File: src/rtl/shr_pkg.sv
// Shared definitions for the sequential barrel shifter: FSM encoding, datapath width
// and the per-stage shift amounts applied on successive cycles.
package shr_pkg;

    localparam int DATA_W      = 32;
    localparam int AMT_W       = 5;
    localparam int STAGE_COUNT = 5;

    localparam logic [2:0] STG_LAST = 3'(STAGE_COUNT - 1);

    // Stage 0 handles the MSB of the shift amount, stage 4 the LSB.
    localparam logic [AMT_W-1:0] STAGE_AMT [STAGE_COUNT] = '{5'd16, 5'd8, 5'd4, 5'd2, 5'd1};

    typedef enum logic {
        IDLE  = 1'b0,
        SHIFT = 1'b1
    } state_t;

endpackage

File: src/rtl/shr_stage.sv
// Combinational conditional right shift by one stage amount; vacated MSBs take the fill bit.
module shr_stage
    import shr_pkg::*;
(
    input  logic [DATA_W-1:0] data,
    input  logic [AMT_W-1:0]  amt,
    input  logic              en,
    input  logic              fill,
    output logic [DATA_W-1:0] result
);

    logic [DATA_W-1:0] fill_mask;
    logic [DATA_W-1:0] shifted;

    always_comb begin
        fill_mask = ~({DATA_W{1'b1}} >> amt);
        shifted   = (data >> amt) | (fill ? fill_mask : '0);
        result    = en ? shifted : data;
    end

endmodule

File: src/rtl/shr_seq.sv
// Sequential 32-bit right shifter: one log-shifter stage per cycle, fixed 5-cycle latency,
// logical or arithmetic fill, registered result held until the next completion.
module shr_seq
    import shr_pkg::*;
(
    input  logic              clk,
    input  logic              rst_n,
    input  logic              start,
    input  logic              arith,
    input  logic [AMT_W-1:0]  sh_amt,
    input  logic [DATA_W-1:0] d_in,
    output logic              busy,
    output logic              done,
    output logic [DATA_W-1:0] d_out
);

    state_t            state_reg, state_next;
    logic [2:0]        stg_reg, stg_next;
    logic [DATA_W-1:0] work_reg, work_next;
    logic [AMT_W-1:0]  amt_reg, amt_next;
    logic              arith_reg, arith_next;
    logic              done_reg, done_next;
    logic [DATA_W-1:0] d_out_reg, d_out_next;

    logic [DATA_W-1:0] stage_out;
    logic              stage_en;
    logic              stage_fill;

    // Arithmetic shifts never alter bit 31, so the working register's MSB still
    // carries the captured operand's sign at every stage.
    assign stage_en   = amt_reg[STG_LAST - stg_reg];
    assign stage_fill = arith_reg & work_reg[DATA_W-1];

    shr_stage u_stage (
        .data   (work_reg),
        .amt    (STAGE_AMT[stg_reg]),
        .en     (stage_en),
        .fill   (stage_fill),
        .result (stage_out)
    );

    always_ff @(posedge clk or negedge rst_n) begin
        if (!rst_n) begin
            state_reg <= IDLE;
            stg_reg   <= '0;
            work_reg  <= '0;
            amt_reg   <= '0;
            arith_reg <= 1'b0;
            done_reg  <= 1'b0;
            d_out_reg <= '0;
        end else begin
            state_reg <= state_next;
            stg_reg   <= stg_next;
            work_reg  <= work_next;
            amt_reg   <= amt_next;
            arith_reg <= arith_next;
            done_reg  <= done_next;
            d_out_reg <= d_out_next;
        end
    end

    always_comb begin
        state_next = state_reg;
        stg_next   = stg_reg;
        work_next  = work_reg;
        amt_next   = amt_reg;
        arith_next = arith_reg;
        done_next  = 1'b0;
        d_out_next = d_out_reg;

        case (state_reg)
            IDLE: begin
                if (start) begin
                    work_next  = d_in;
                    amt_next   = sh_amt;
                    arith_next = arith;
                    stg_next   = '0;
                    state_next = SHIFT;
                end
            end
            SHIFT: begin
                work_next = stage_out;
                if (stg_reg == STG_LAST) begin
                    d_out_next = stage_out;
                    done_next  = 1'b1;
                    stg_next   = '0;
                    state_next = IDLE;
                end else begin
                    stg_next = stg_reg + 3'd1;
                end
            end
            default: begin
                state_next = IDLE;
                stg_next   = '0;
            end
        endcase
    end

    assign busy  = (state_reg == SHIFT);
    assign done  = done_reg;
    assign d_out = d_out_reg;

endmodule

File: config.mk
export PLATFORM = sky130hd
export DESIGN_NAME = shr_seq
export DESIGN_NICKNAME = d
export VERILOG_FILES = /design/src/rtl/shr_pkg.sv /design/src/rtl/shr_stage.sv /design/src/rtl/shr_seq.sv
export SDC_FILE = /design/constraint.sdc
export NUM_CORES = 1
export LEC_CHECK = 0
export CORE_MARGIN = 5
export CORE_UTILIZATION = 43
export DETAILED_ROUTE_END_ITERATION = 7
export PLACE_DENSITY_LB_ADDON = 0.2
export SYNTH_ARGS = -nofsm -noshare
export SYNTH_HDL_FRONTEND = slang
export SYNTH_SLANG_ARGS = --single-unit
File: constraint.sdc
create_clock -name clk -period 3.33 [get_ports clk]
set_input_delay 0.333 -clock clk [delete_from_list [all_inputs] [get_ports clk]]
set_output_delay 0.333 -clock clk [all_outputs]
set_load 0.005 [all_outputs]
==> impl_metrics.ini <==
[sta]
setup_ws_ps = 355.6
slew_viol_final = 0
worst_clock_skew_ps = 9.620
final-hold-violation-count = 0
setup_tns_ps = 0
max_slew_margin_pct = 34.85
setup_viol = 0
post-route-period-util_pct = 89.32
tightest_slew_ps = 977.3
fin_crit_ps = 2974
fmax_ghz = 0.3362
rsz0062_at_grt = false

[drt]
viasPerCell = 6.691
wl_per_cell_um = 26.30
drt-pass1-iter-count = 7
num_vias = 5962
drt-total-wl_um = 23430
ant_nets = 0
drtIter0Drc = 699
drc = 0

[floorplan]
die_area_um2 = 16020
die_h_um = 126.6
start_util_pct = 43.96
fp.coreArea_um2 = 13300
io_pins = 75
rows = 42
die_w_um = 126.6

[pwr]
power.internal_w = 0.004895
p_leak_nw = 2.919
power_switching_w = 0.004668
clkPwrFrac_pct = 12.0
power.density_nw_per_um2 = 1330
combPwrFrac_pct = 66.1
switching_share_pct = 48.81
seqPwrFrac_pct = 21.9
peakVddDrop_mv = 0.7098

[finish]
nets = 761
layout-drive-gt1-share_pct = 16.22
fillers = 1248
antenna_cells = 0
syn_to_final_growth_pct = 22.99

[setup_path]
reg2reg_setup_slack_ps = 360
end_kind = register
critical_path_class = register to register
cpPeakStageDelay_ps = 760
crit_chain = inv_1 > ha_1 > buf_4 > nand2b_1 > o22ai_1 > o2111ai_1 > nand3_1 > o221a_2
reg2reg_to = work_reg[0]
cp.required_ps = 3620
cp_max_fo = 17
critPathArrivalTime_ps = 3260
start_kind = register
worstReg2RegStart = stg_reg[1]
ff2ff_path_depth = 8
slowest_stage = ha_1

[clocking]
cts.reportedPaths.clkPinSlew_ps = 60
clkLatencyLatePin_ps = 340
cts_buffer_depth = 2
clock-root-buffer = clkbuf_16
postCtsResizedCells = 0
cts_max_level = 3
cts_setup_buffers = 0
hold_buffers = 0
cts_sinks = 75
cts_buffers = 9
cts_tree = built

[logic_synthesis]
synth_compound_area_share_pct = 24.71
synth_top_flop_cell = dfrtp_1
synth_seq_cells = 75
ys_seq_area_share_pct = 32.11
yosysTopAreaCellShare_pct = 32.11
synth_top_family_by_area = compound AO/OA/AOI/OAI gates
ys_warn_count = 0
synth_top_area_cell = dfrtp_1
syn_avg_cell_area_um2 = 9.019
synth_xor_xnor_area_share_pct = 0
async_reset_ff_share_pct = 100.0
synthMuxAreaShare_pct = 17.51
synth_edf_count = 0
synth.distinct_cells = 73
syn_nets = 698
ys_top_cells_by_area = dfrtp_1 32%, mux4_2 6.9%, nand2_1 6.0%
yosys.area_share.simple_pct = 17.49
synth-adder-area-share_pct = 1.927
synth_area_um2 = 5844
synthCells = 648

[flow_run]
drv_cap = 0

[grt]
grt_overflow = 0
antenna_found_initial = 0
grt_pass1_wl_um = 35690
grt_max_degree = 76
grt_pass1_vias = 5800
grt_usage_pct = 29.30

[placement]
place_ws_ps = 419.0
io_buffers = 74
gp_congestion = 1.027
dp_hpwl_um = 17190

[run_status]
outcome = completed

[min_path]
min_path_type = primary input to async pin
[critical path: cells and delay by family (launching register included)]
kind            cells  cell delay (ps)
compound gates      3              930
flops               1              400
buf+inv             2              360
fa+ha+maj           1              760
simple gates        2              450
[synthesized netlist by cell type (all sizes together), types with 3 or more instances]
library cell  count
nor2b            12
nor3              6
a221oi           13
o211ai           10
o221ai           11
dfrtp            75
a22oi            12
a32oi             6
o21ai            45
nand2            94
or4b              4
and3             10
a22o              5
inv              18
a31oi            14
nand3b            4
buf              33
nor3b             3
o2111ai           3
a211oi            7
mux4             20
o221a             4
o31ai             7
clkbuf           25
nand2b            6
nand3            14
mux2             28
a221o             6
o22ai            10
ha                9
nor2             39
mux2i            25
a21oi            27
and2              4
[layer usage]
metal	GRT usage (%)	wire length (um)	share of wire, %
met5	0	0	0
met4	12.24	912	3.9
met3	5.422	2070	8.8
met2	44.89	10460	45
met1	40.81	9985	43
[worst max path at each step]
stage                     from           to  depth (start not counted)
floorplan           stg_reg[2]    d_out[21]                         10
global placement    stg_reg[1]  work_reg[0]                          8
detailed placement  stg_reg[0]  work_reg[9]                          9
CTS                 stg_reg[0]  work_reg[9]                          9
global route        stg_reg[0]  work_reg[2]                          8
finish              stg_reg[1]  work_reg[0]                          8
[power groups by stage]
stage / clock network, W / registers (W) / logic, W
after floorplan: 0 / 0.00174 / 0.00410
after global placement: 0 / 0.00206 / 0.00620
after detailed placement: 0 / 0.00207 / 0.00621
after CTS: 0.00117 / 0.00206 / 0.00624
after global routing: 0.00121 / 0.00214 / 0.00675
final: 0.00115 / 0.00209 / 0.00632
[cells by family (layout without fill, tap and decap cells)]
kind of cell / count (synthesis) / in the layout
buffers and inverters: 77 / 144
AO/OA/AOI/OAI: 202 / 202
AND/OR/NAND/NOR: 212 / 212
multiplexers: 73 / 73
adder cells (fa/ha/maj): 9 / 9
flip-flops: 75 / 75
[layout make-up]
| cell class | count | area (um2) | share of cell area [%] |
|---|---|---|---|
| Multi-Input combinational cell | 496 | 3611 | 50.23 |
| Tap cell | 176 | 220.2 | 3.064 |
| Sequential cell | 75 | 1877 | 26.11 |
| Clock buffer | 11 | 252.7 | 3.516 |
| Clock inverter | 4 | 97.59 | 1.358 |
| Timing Repair Buffer | 110 | 1059 | 14.73 |
| Inverter | 19 | 71.32 | 0.9922 |
[through the flow]
stage	instance area, um2	power (W)	instances	hold WS (ps)	utilization, %
floorplan	5844	0.005840	648	37.41	-
global placement	6838	0.008258	876	459.6	51.43
detailed placement	6838	0.008282	876	463.2	51.43
CTS	7188	0.009470	891	179.4	54.07
global route	7188	0.01010	891	237.4	54.07
finish	7188	0.009563	891	145.3	54.07
[placed cells by master (no fill, tap or decap), types with 17 or more instances in the layout]
| cell | synthesis | layout |
|---|---|---|
| dfrtp_1 | 75 | 75 |
| clkdlybuf4s50_1 | 0 | 73 |
| inv_1 | 17 | 17 |
| nor2_1 | 39 | 39 |
| o21ai_0 | 41 | 41 |
| buf_4 | 4 | 33 |
| nand2_1 | 94 | 94 |
| mux4_2 | 18 | 18 |
| mux2_2 | 28 | 28 |
| a21oi_1 | 27 | 27 |
| mux2i_1 | 25 | 25 |
(Power assumes the default switching activity.)
